### src/rtl/run_ctrl.sv
// Run controller for the processor core: sequences core reset, counts run cycles
// until a qualified done or a timeout, then parks the core and reports status.
module run_ctrl #(
    parameter int CNT_W       = 16,
    parameter int RST_CYCLES  = 2,
    parameter int MIN_RUN     = 2,
    parameter int TIMEOUT_CYC = 1000
) (
    input  logic             clk,
    input  logic             reset,
    input  logic             start,
    input  logic             core_done,
    output logic             core_reset,
    output logic             busy,
    output logic             finished,
    output logic             done_pulse,
    output logic             timed_out,
    output logic [CNT_W-1:0] cycle_count
);

    typedef enum logic [2:0] {
        IDLE,
        HOLD,
        RUN,
        DONE,
        TIMEOUT
    } state_t;

    localparam int HOLD_W = $clog2(RST_CYCLES + 1);
    localparam logic [HOLD_W-1:0] HOLD_LAST = HOLD_W'(RST_CYCLES - 1);
    localparam logic [CNT_W-1:0]  MIN_RUN_C = CNT_W'(MIN_RUN);
    localparam logic [CNT_W-1:0]  RUN_LAST  = CNT_W'(TIMEOUT_CYC - 1);

    state_t              state_q, state_d;
    logic [HOLD_W-1:0]   holdCnt_q, holdCnt_d;
    logic [CNT_W-1:0]    cnt_q, cnt_d;
    logic                coreReset_q, coreReset_d;
    logic                busy_q, busy_d;
    logic                finished_q, finished_d;
    logic                donePulse_q, donePulse_d;
    logic                timedOut_q, timedOut_d;
    logic                qualDone;

    // Done is only trusted once the core has run long enough to leave its reset PC.
    assign qualDone = core_done && (cnt_q >= MIN_RUN_C);

    always_comb begin
        state_d   = state_q;
        holdCnt_d = holdCnt_q;
        cnt_d     = cnt_q;

        case (state_q)
            IDLE, DONE, TIMEOUT: begin
                if (start) begin
                    state_d   = HOLD;
                    holdCnt_d = '0;
                    cnt_d     = '0;
                end
            end
            HOLD: begin
                holdCnt_d = holdCnt_q + 1'b1;
                if (holdCnt_q == HOLD_LAST) begin
                    state_d = RUN;
                end
            end
            RUN: begin
                cnt_d = cnt_q + 1'b1;
                if (qualDone) begin
                    state_d = DONE;
                end else if (cnt_q == RUN_LAST) begin
                    state_d = TIMEOUT;
                end
            end
            default: begin
                state_d = IDLE;
            end
        endcase

        // Outputs are decoded from the next state so they can be registered
        // without lagging the state by a cycle.
        coreReset_d = (state_d != RUN);
        busy_d      = (state_d == HOLD) || (state_d == RUN);
        finished_d  = (state_d == DONE);
        timedOut_d  = (state_d == TIMEOUT);
        donePulse_d = (state_d == DONE) && (state_q == RUN);
    end

    always_ff @(posedge clk) begin
        if (reset) begin
            state_q     <= IDLE;
            holdCnt_q   <= '0;
            cnt_q       <= '0;
            coreReset_q <= 1'b1;
            busy_q      <= 1'b0;
            finished_q  <= 1'b0;
            donePulse_q <= 1'b0;
            timedOut_q  <= 1'b0;
        end else begin
            state_q     <= state_d;
            holdCnt_q   <= holdCnt_d;
            cnt_q       <= cnt_d;
            coreReset_q <= coreReset_d;
            busy_q      <= busy_d;
            finished_q  <= finished_d;
            donePulse_q <= donePulse_d;
            timedOut_q  <= timedOut_d;
        end
    end

    assign core_reset  = coreReset_q;
    assign busy        = busy_q;
    assign finished    = finished_q;
    assign done_pulse  = donePulse_q;
    assign timed_out   = timedOut_q;
    assign cycle_count = cnt_q;

endmodule
### config.mk
export PLATFORM = sky130hd
export DESIGN_NAME = run_ctrl
export DESIGN_NICKNAME = d
export VERILOG_FILES = /design/src/rtl/run_ctrl.sv
export SDC_FILE = /design/constraint.sdc
export NUM_CORES = 1
export LEC_CHECK = 0
export CORE_MARGIN = 5
export CORE_UTILIZATION = 25
export CTS_BUF_LIST = sky130_fd_sc_hd__clkbuf_4 sky130_fd_sc_hd__clkbuf_8 sky130_fd_sc_hd__clkbuf_16
export DETAILED_ROUTE_END_ITERATION = 8
export PLACE_DENSITY = 0.46
export SYNTH_ARGS = -nofsm -noshare
export SYNTH_HDL_FRONTEND = slang
export SYNTH_SLANG_ARGS = --single-unit
### constraint.sdc
create_clock -name clk -period 2.27 [get_ports clk]
set_input_delay 0.454 -clock clk [delete_from_list [all_inputs] [get_ports clk]]
set_output_delay 0.454 -clock clk [all_outputs]
set_load 0.01 [all_outputs]
-- Word-level counts from Yosys, hierarchy flattened
Index checks and enable logic that the tools add are counted.
- input port bits: 4
- flip-flop bits (word level): 26
- output and inout bits: 21
- logic and storage cells: 41
- muxes and demuxes: 9
- equal/unequal tests: 12
- reductions and logical operators: 9
- order comparisons: 1
- $add $sub $neg: 2
- operators with widths (operator ; count):
    one-hot mux 16 bit (2 select lines) ; 1
    adder 16 x 1 -> 16 bit, second input constant ; 1
    == test 16 x 10 -> 1 bit, second input constant ; 1
    >= comparator 16 x 2 -> 1 bit, second input constant ; 1
    two-way mux 16 bit ; 1
    == test 3 x 2 -> 1 bit, second input constant ; 4
    two-way mux 3 bit ; 4
    one-hot mux 3 bit (3 select lines) ; 1
    == test 3 x 1 -> 1 bit, second input constant ; 2
    == test 3 bit, second input constant ; 2
    one-hot mux 2 bit (2 select lines) ; 1
    AND reduction 2 bit ; 2
    nonzero test 2 bit ; 2
    zero test 3 bit ; 1
    != test 3 x 2 -> 1 bit, second input constant ; 1
    OR reduction 3 bit ; 1
    adder 2 x 1 -> 2 bit, second input constant ; 1
    == test 2 x 1 -> 1 bit, second input constant ; 1
    logical AND 1 bit ; 2
    two-way mux 2 bit ; 1
    != test 2 bit, second input constant ; 1
    logical OR 1 bit ; 1

-- Logic depth before layout (Yosys ltp)
Gate-level depths: netlist of the first run.
- word-level depth: 6
- gate-level depth with buffers: 6

-- Worst setup path before layout of the first run
No wires, ideal clock.
- kind: register to register
- from: register cnt_q[2], in the netlist cycle_count[2]
- to: register cnt_q[15], in the netlist cycle_count[15]
- path slack: 0.412 ns
- setup time: 0.121 ns
- arrival: 1.738 ns
- path buffers: 0
- cell stages (with the launch flop): 5
- cells stage by stage: dfxtp_1 > nand3_1 > or4_1 > nor3_1 > mux2_2
- longest elaborated chain between the ends: 2
- RTL lines (element ; line ; text):
    from (decl) ; 36 ; logic [CNT_W-1:0] cnt_q, cnt_d;
    from (signal assigned) ; 101 ; cnt_q <= cnt_d;
    adder 16 x 1 -> 16 bit ; 67 ; cnt_d = cnt_q + 1'b1;
    one-hot mux 16 bit (2 select lines) ; 52 ; case (state_q)
No other way between the ends.
A chain may end at the register's enable or synchronous reset.

-- Final worst setup path of the first run
Ends and elaborated chain as after synthesis.

==> key figures, run 1 <==
Drt
  – DRT Pass-1 Iters: 4
  – Routed wire per std cell: approximately 14 um
  – Antenna-violating nets left: 0
  – DRT iter0 DRCs: 70
  – Overall routed net length: approximately 3800 um
  – Vias/cell: a little over 5
  – DR vias: approximately 1.4k
  – DRC: 0

Logic synthesis
  – Post-synth top area cell: dfxtp_1
  – Mapped Area: between 1000 and 1500 um2
  – Sequential area share after synthesis: a little under two fifths
  – FFs w/ async S/R, synth: 0%
  – Synthesized instance count: around 170
  – Flops & latches, synth: 26
  – Post-Syn Nets: ~180
  – Post-synthesis adder-cell area fraction: ~2.7%
  – Post-synth EDFFs: 0
  – Post-synthesis xor/xnor area fraction: less than 1%
  – Simple-Gate Fraction of Synth Area: between 30% and 40%
  – Largest family of logic cells by synthesized area: simple AND/OR/NAND/NOR gates
  – Mean area per synthesized cell: between 8 and 9 um2
  – Area share of the leading cell type in the synthesized netlist: 37.34%
  – Count of cell types in the netlist: between 40 and 50
  – Top FF cell, synth: dfxtp_1
  – Ys Warns: 0
  – Compound-Gate Fraction of Synth Area: between 10% and 20%
  – Top cells by area, synth: dfxtp_1 37%, nand3_1 5.7%, a21oi_1 4.3%, nor2b_1 4.0%, nand4_1 3.6%
  – Post-synthesis mux area share: less than 1%

STA
  – Slew Viols, Final: 0
  – Slew @ Worst Pin: approximately 900 ps
  – Setup violators final: 0
  – Peak Freq: roughly 480 MHz
  – RSZ-0062 raised after global routing: no
  – Fin Clk Skew: 4.610 ps
  – Setup_tns: 0 ps
  – Minimum clock period: between 2000 and 2500 ps
  – Final Hold Vio Count: 0
  – Final period utilization: between 90 and 100%
  – Slew margin rel.: around 40%

Layout
  – Post-route cell area: ~1800 um2
  – Fin cells: 272
  – Commonest non-fill, non-tap cell in the layout: dfxtp_1
  – Most frequent cells in the layout: 26 x dfxtp_1, 24 x clkdlybuf4s50_1, 16 x nand3_1
  – Layout cells sized above 1: about an eighth
  – Nets: between 200 and 250
  – Area Growth Syn to Fin: 30.79%
  – Ant diodes: 0

Place
  – Port Buffers: 24
  – Dpl cells: between 200 and 300
  – Placed cell areas: 1768 um2
  – HPWL after DPL: ~3000 um
  – Global placement routability congestion: ~0.74

Clock tree
  – Post-CTS Hold Fix Bufs: 0
  – # Post-CTS Setup Buffers: 0
  – Max Root-Sink Buffers: 2
  – CTS tree: done
  – CTS root buf: clkbuf_8
  – H-tree Lvls: 1
  – TritonCTS Buffers: 3
  – Post_cts resized: 0
  – CTS clk-pin slew, worst paths: 90 ps
  – Skew-Pair Late Insertion Delay: approximately 270 ps
  – Clock sinks: 26

Worst setup path
  – Data arrival, critical path: ~2300 ps
  – Data required, critical path: 2440 ps
  – WS Path Type: reg2reg
  – CP Launch Type: register
  – Crit Path Max Fanout: 9
  – Crit end category: register

Die
  – Num rows: 27
  – I/O Pins: 25
  – Starting density of the core: between 20% and 30%
  – Die area: 7169 um2
  – Die height: ~85 um
  – Die width: approximately 85 um
  – Core ar.: between 5000 and 6000 um2

GRT
  – Gr usage total: 10.95%
  – Vias in the first global route: ~1.3k
  – Global-route wire length before repair: ~6500 um
  – Remaining Overflow, GRT: 0
  – Initial antenna violation count: 0
  – Largest net degree at the start of global routing: 15

Worst hold path
  – Worst hold path type: reg2reg

Power and ir drop
  – Leakage: around 0.0006 uW
  – Power per cell area: around 470 nW/um2
  – Power Total: ~860 uW
  – VDD IR max: about 0.19 mV

Run status
  – Outcome: completed

Job
  – Max cap viols: 0
-- layout make-up --
type,count,area (um2)
clock buffer,4,55.05
sequential,26,520.5
multi-input combinational,131,815.8
fill,597,3650
tap,72,90.09
timing repair buffer,36,330.3
inverter,3,11.26
-- routing by layer --
| layer | routed length [um] | share of wire (%) | track usage [%] | up-vias |
|---|---|---|---|---|
| met5 | 0 | 0 | 0 | - |
| met4 | 46 | 1.2 | 3.453 | 0 |
| met3 | 173 | 4.5 | 1.963 | 4 |
| met2 | 1826 | 48 | 18.58 | 28 |
| met1 | 1797 | 47 | 14.00 | 650 |
| li1 | - | - | - | 695 |
-- critical path, cell delays in order (launching register included) --
cell and delay (ps):
dfxtp_1 510, nand3_1 270, or4_1 640, nor3_1 230, mux2_2 350
-- logic make-up after synthesis --
| group | Yosys count |
|---|---|
| simple gates | 88 |
| flops | 26 |
| xor+xnor | 1 |
| buf+inv | 11 |
| fa+ha+maj | 3 |
| compound gates | 38 |
| mux | 1 |
-- final timing paths --
| path | startpoint | endpoint | slack [ps] | cells past startpoint |
|---|---|---|---|---|
| worst max-delay path | cycle_count[2] | cycle_count[15] | 180 | 4 |
| worst min register to register | cycle_count[0] | cycle_count[0] | 540 | 3 |
| worst max register to register | cycle_count[2] | cycle_count[15] | 180 | 4 |
| worst min-delay path | cycle_count[0] | cycle_count[0] | 540 | 3 |
-- Yosys cell counts (3+ instances only) --
library cell  count
o21ai_0           4
nand2_1          10
nor3_1            4
nor4_1            6
nand3_1          16
or3_1             5
nand4_1           8
or2_2             5
inv_1             3
o211ai_1          4
nor2b_1           9
clkbuf_1          5
a21oi_1          12
a31oi_1           3
nor2_1           11
dfxtp_1          26
ha_1              3
-- flip-flops by register name, indices dropped and copies added, names as in the netlist --
signal,flops
cycle_count,16
state_q,3
holdCnt_q,2
busy,1
core_reset,1
done_pulse,1
finished,1
timed_out,1
-- report_power, final --
group	total, uW	leakage (uW)	switching, uW	internal [uW]
Combinational	85.9	0.000373	47.5	38.4
Sequential	473	0.000210	9.32	463
Clock	304	0.0000288	149	155
Total	863	0.000612	206	657
-- through the flow --
step | util (%) | hold WS [ps] | setup WS, ps
CTS | 33.31 | 536.3 | 151.3
floorplan | - | 500.5 | 411.5
detailed placement | 32.30 | 520.4 | 164.9
global placement | 32.30 | 521.4 | 161.3
finish | 33.31 | 540.7 | 175.3
global route | 33.31 | 606.3 | 25.30
(Power assumes the default switching activity.)
==> run 2, diff against run 1 <==
--- a/config.mk
+++ b/config.mk
@@ -9,7 +9,8 @@
 export CORE_UTILIZATION = 25
 export CTS_BUF_LIST = sky130_fd_sc_hd__clkbuf_4 sky130_fd_sc_hd__clkbuf_8 sky130_fd_sc_hd__clkbuf_16
 export DETAILED_ROUTE_END_ITERATION = 8
-export PLACE_DENSITY = 0.46
+export DONT_BUFFER_PORTS = 1
+export PLACE_DENSITY = 0.4
 export SYNTH_ARGS = -nofsm -noshare
 export SYNTH_HDL_FRONTEND = slang
 export SYNTH_SLANG_ARGS = --single-unit
==> key figures, run 2 (synthesis results as in run 1) <==
STA
  – RSZ-0062 raised after global routing: no
  – Fin Clk Skew: between 7 and 8 ps
  – Slew margin rel.: 68.30%
  – Slew @ Worst Pin: roughly 470 ps
  – Final Hold Vio Count: 0
  – Setup violators final: 0
  – Minimum clock period: ~2000 ps
  – Peak Freq: approximately 500 MHz
  – Final period utilization: 87.93%
  – Slew Viols, Final: 0
  – Setup_tns: 0 ps

Worst setup path
  – CP Buf/Inv Count: 0
  – Critical path's top delay family: simple AND/OR/NAND/NOR gates
  – Crit-path cells: nand3_1, or4_1, nor3_1, mux2_2
  – Crit Path Max Fanout: 7
  – Slowest stage cell, crit path: or4_1
  – Data required, critical path: approximately 2400 ps
  – CP Launch Type: register
  – Max stage delay on crit path: between 600 and 700 ps
  – WS Path Type: reg2reg
  – Crit end category: register
  – Data arrival, critical path: 2170 ps

Layout
  – Max reg flops: 16
  – Nets: 180
  – Filler Cells Inserted: between 600 and 700
  – Multi-input gate area in the final layout: between 800 and 900 um2
  – Most frequent cells in the layout: 26 x dfxtp_1, 16 x nand3_1, 12 x a21oi_1
  – Commonest non-fill, non-tap cell in the layout: dfxtp_1
  – Area Growth Syn to Fin: 12.57%
  – Register area: approximately 520 um2
  – Ant diodes: 0
  – Layout cells sized above 1: roughly an eighth

Power and ir drop
  – VDD IR max: 0.3099 mV
  – Power per cell area: 589.3 nW/um2
  – Power Total: just over 900 uW
  – Leakage: 0.0005150 uW

Drt
  – Antenna-violating nets left: 0
  – DR vias: between 1k and 1.5k
  – Routed wire per std cell: about 16 um
  – DRT Pass-1 Iters: 4
  – DRT iter0 DRCs: 27
  – Overall routed net length: 3831 um
  – Vias/cell: 5.311
  – DRC: 0

Run status
  – Outcome: completed

GRT
  – Remaining Overflow, GRT: 0
  – Initial antenna violation count: 0
  – Vias in the first global route: about 1.4k
  – Global-route wire length before repair: 6513 um
  – Gr usage total: ~11%
  – Largest net degree at the start of global routing: 24

Clock tree
  – Skew-Pair Late Insertion Delay: around 270 ps
  – TritonCTS Buffers: 3
  – Clock sinks: 26
  – Post-CTS Hold Fix Bufs: 0
  – H-tree Lvls: 1
  – Post_cts resized: 0
  – CTS tree: done
  – CTS root buf: clkbuf_8
  – # Post-CTS Setup Buffers: 0
  – CTS clk-pin slew, worst paths: about 100 ps
  – Max Root-Sink Buffers: 2

Place
  – Port Buffers: 0
  – Global placement routability congestion: 0.8875
  – HPWL after DPL: approximately 2800 um

Die
  – Die width: 84.67 um
  – Die height: 84.67 um
  – Core ar.: approximately 5500 um2
  – I/O Pins: 25
  – Starting density of the core: approximately a quarter
  – Die area: between 7000 and 8000 um2
  – Num rows: 27

Worst hold path
  – Worst hold path type: in2reg

Job
  – Max cap viols: 0
run 2: cell count changes in the layout (fill, tap and decap cells not counted):
| cell | delta |
|---|---|
| buf_4 | -4 |
| clkdlybuf4s50_1 | -24 |
| bufinv_16 | +1 |
| clkbuf_8 | -1 |
run 2: metrics by stage:
| step | std cells | cell area, um2 | worst slack (ps) | util [%] | hold slack (ps) |
|---|---|---|---|---|---|
| 3_5_place_dp | 240 | 1498 | 278.8 | 27.37 | 521.4 |
| 3_3_place_gp | 240 | 1498 | 281.6 | 27.37 | 522.3 |
| 4_1_cts | 244 | 1569 | 267.1 | 28.67 | 226.9 |
| 2_1_floorplan | 168 | 1394 | 411.5 | - | 500.5 |
| 5_1_grt | 244 | 1569 | 115.9 | 28.67 | 214.9 |
| 6_report | 244 | 1569 | 274.0 | 28.67 | 235.6 |
run 2: metal layers:
layer | share of wire, % | track usage, % | vias up | wire length (um)
li1 | - | - | 643 | -
met5 | 0 | 0 | - | 0
met3 | 6.4 | 4.416 | 10 | 246
met4 | 2.5 | 5.468 | 0 | 94
met2 | 47 | 17.51 | 25 | 1794
met1 | 44 | 13.06 | 618 | 1696
run 2: cell type report:
type,count,share of cell area [%]
clock inverter,1,1.914
tap,72,5.742
inverter,3,0.7177
sequential,26,33.17
clock buffer,3,2.632
multi-input combinational,131,51.99
timing repair buffer,8,3.828
run 2: path summary, 6_finish.rpt:
check	slack, ps	depth (start not counted)	start	endpoint
setup reg to reg	270	4	cycle_count[3]	cycle_count[15]
setup / recovery	270	4	cycle_count[3]	cycle_count[15]
hold / removal	240	1	reset	cycle_count[13]
hold reg to reg	530	3	cycle_count[0]	cycle_count[0]
run 2: worst register-to-register path: stages (launching register included):
cell	delay [ps]
dfxtp_1	500
nand3_1	210
or4_1	610
nor3_1	230
mux2_2	350
run 2: report_power, final:
group / switching [uW] / internal, uW / leakage [uW]
Combinational: 36.9 / 27.7 / 0.000269
Clock: 150 / 236 / 0.0000357
Sequential: 10.8 / 464 / 0.000210
Total: 197 / 727 / 0.000515
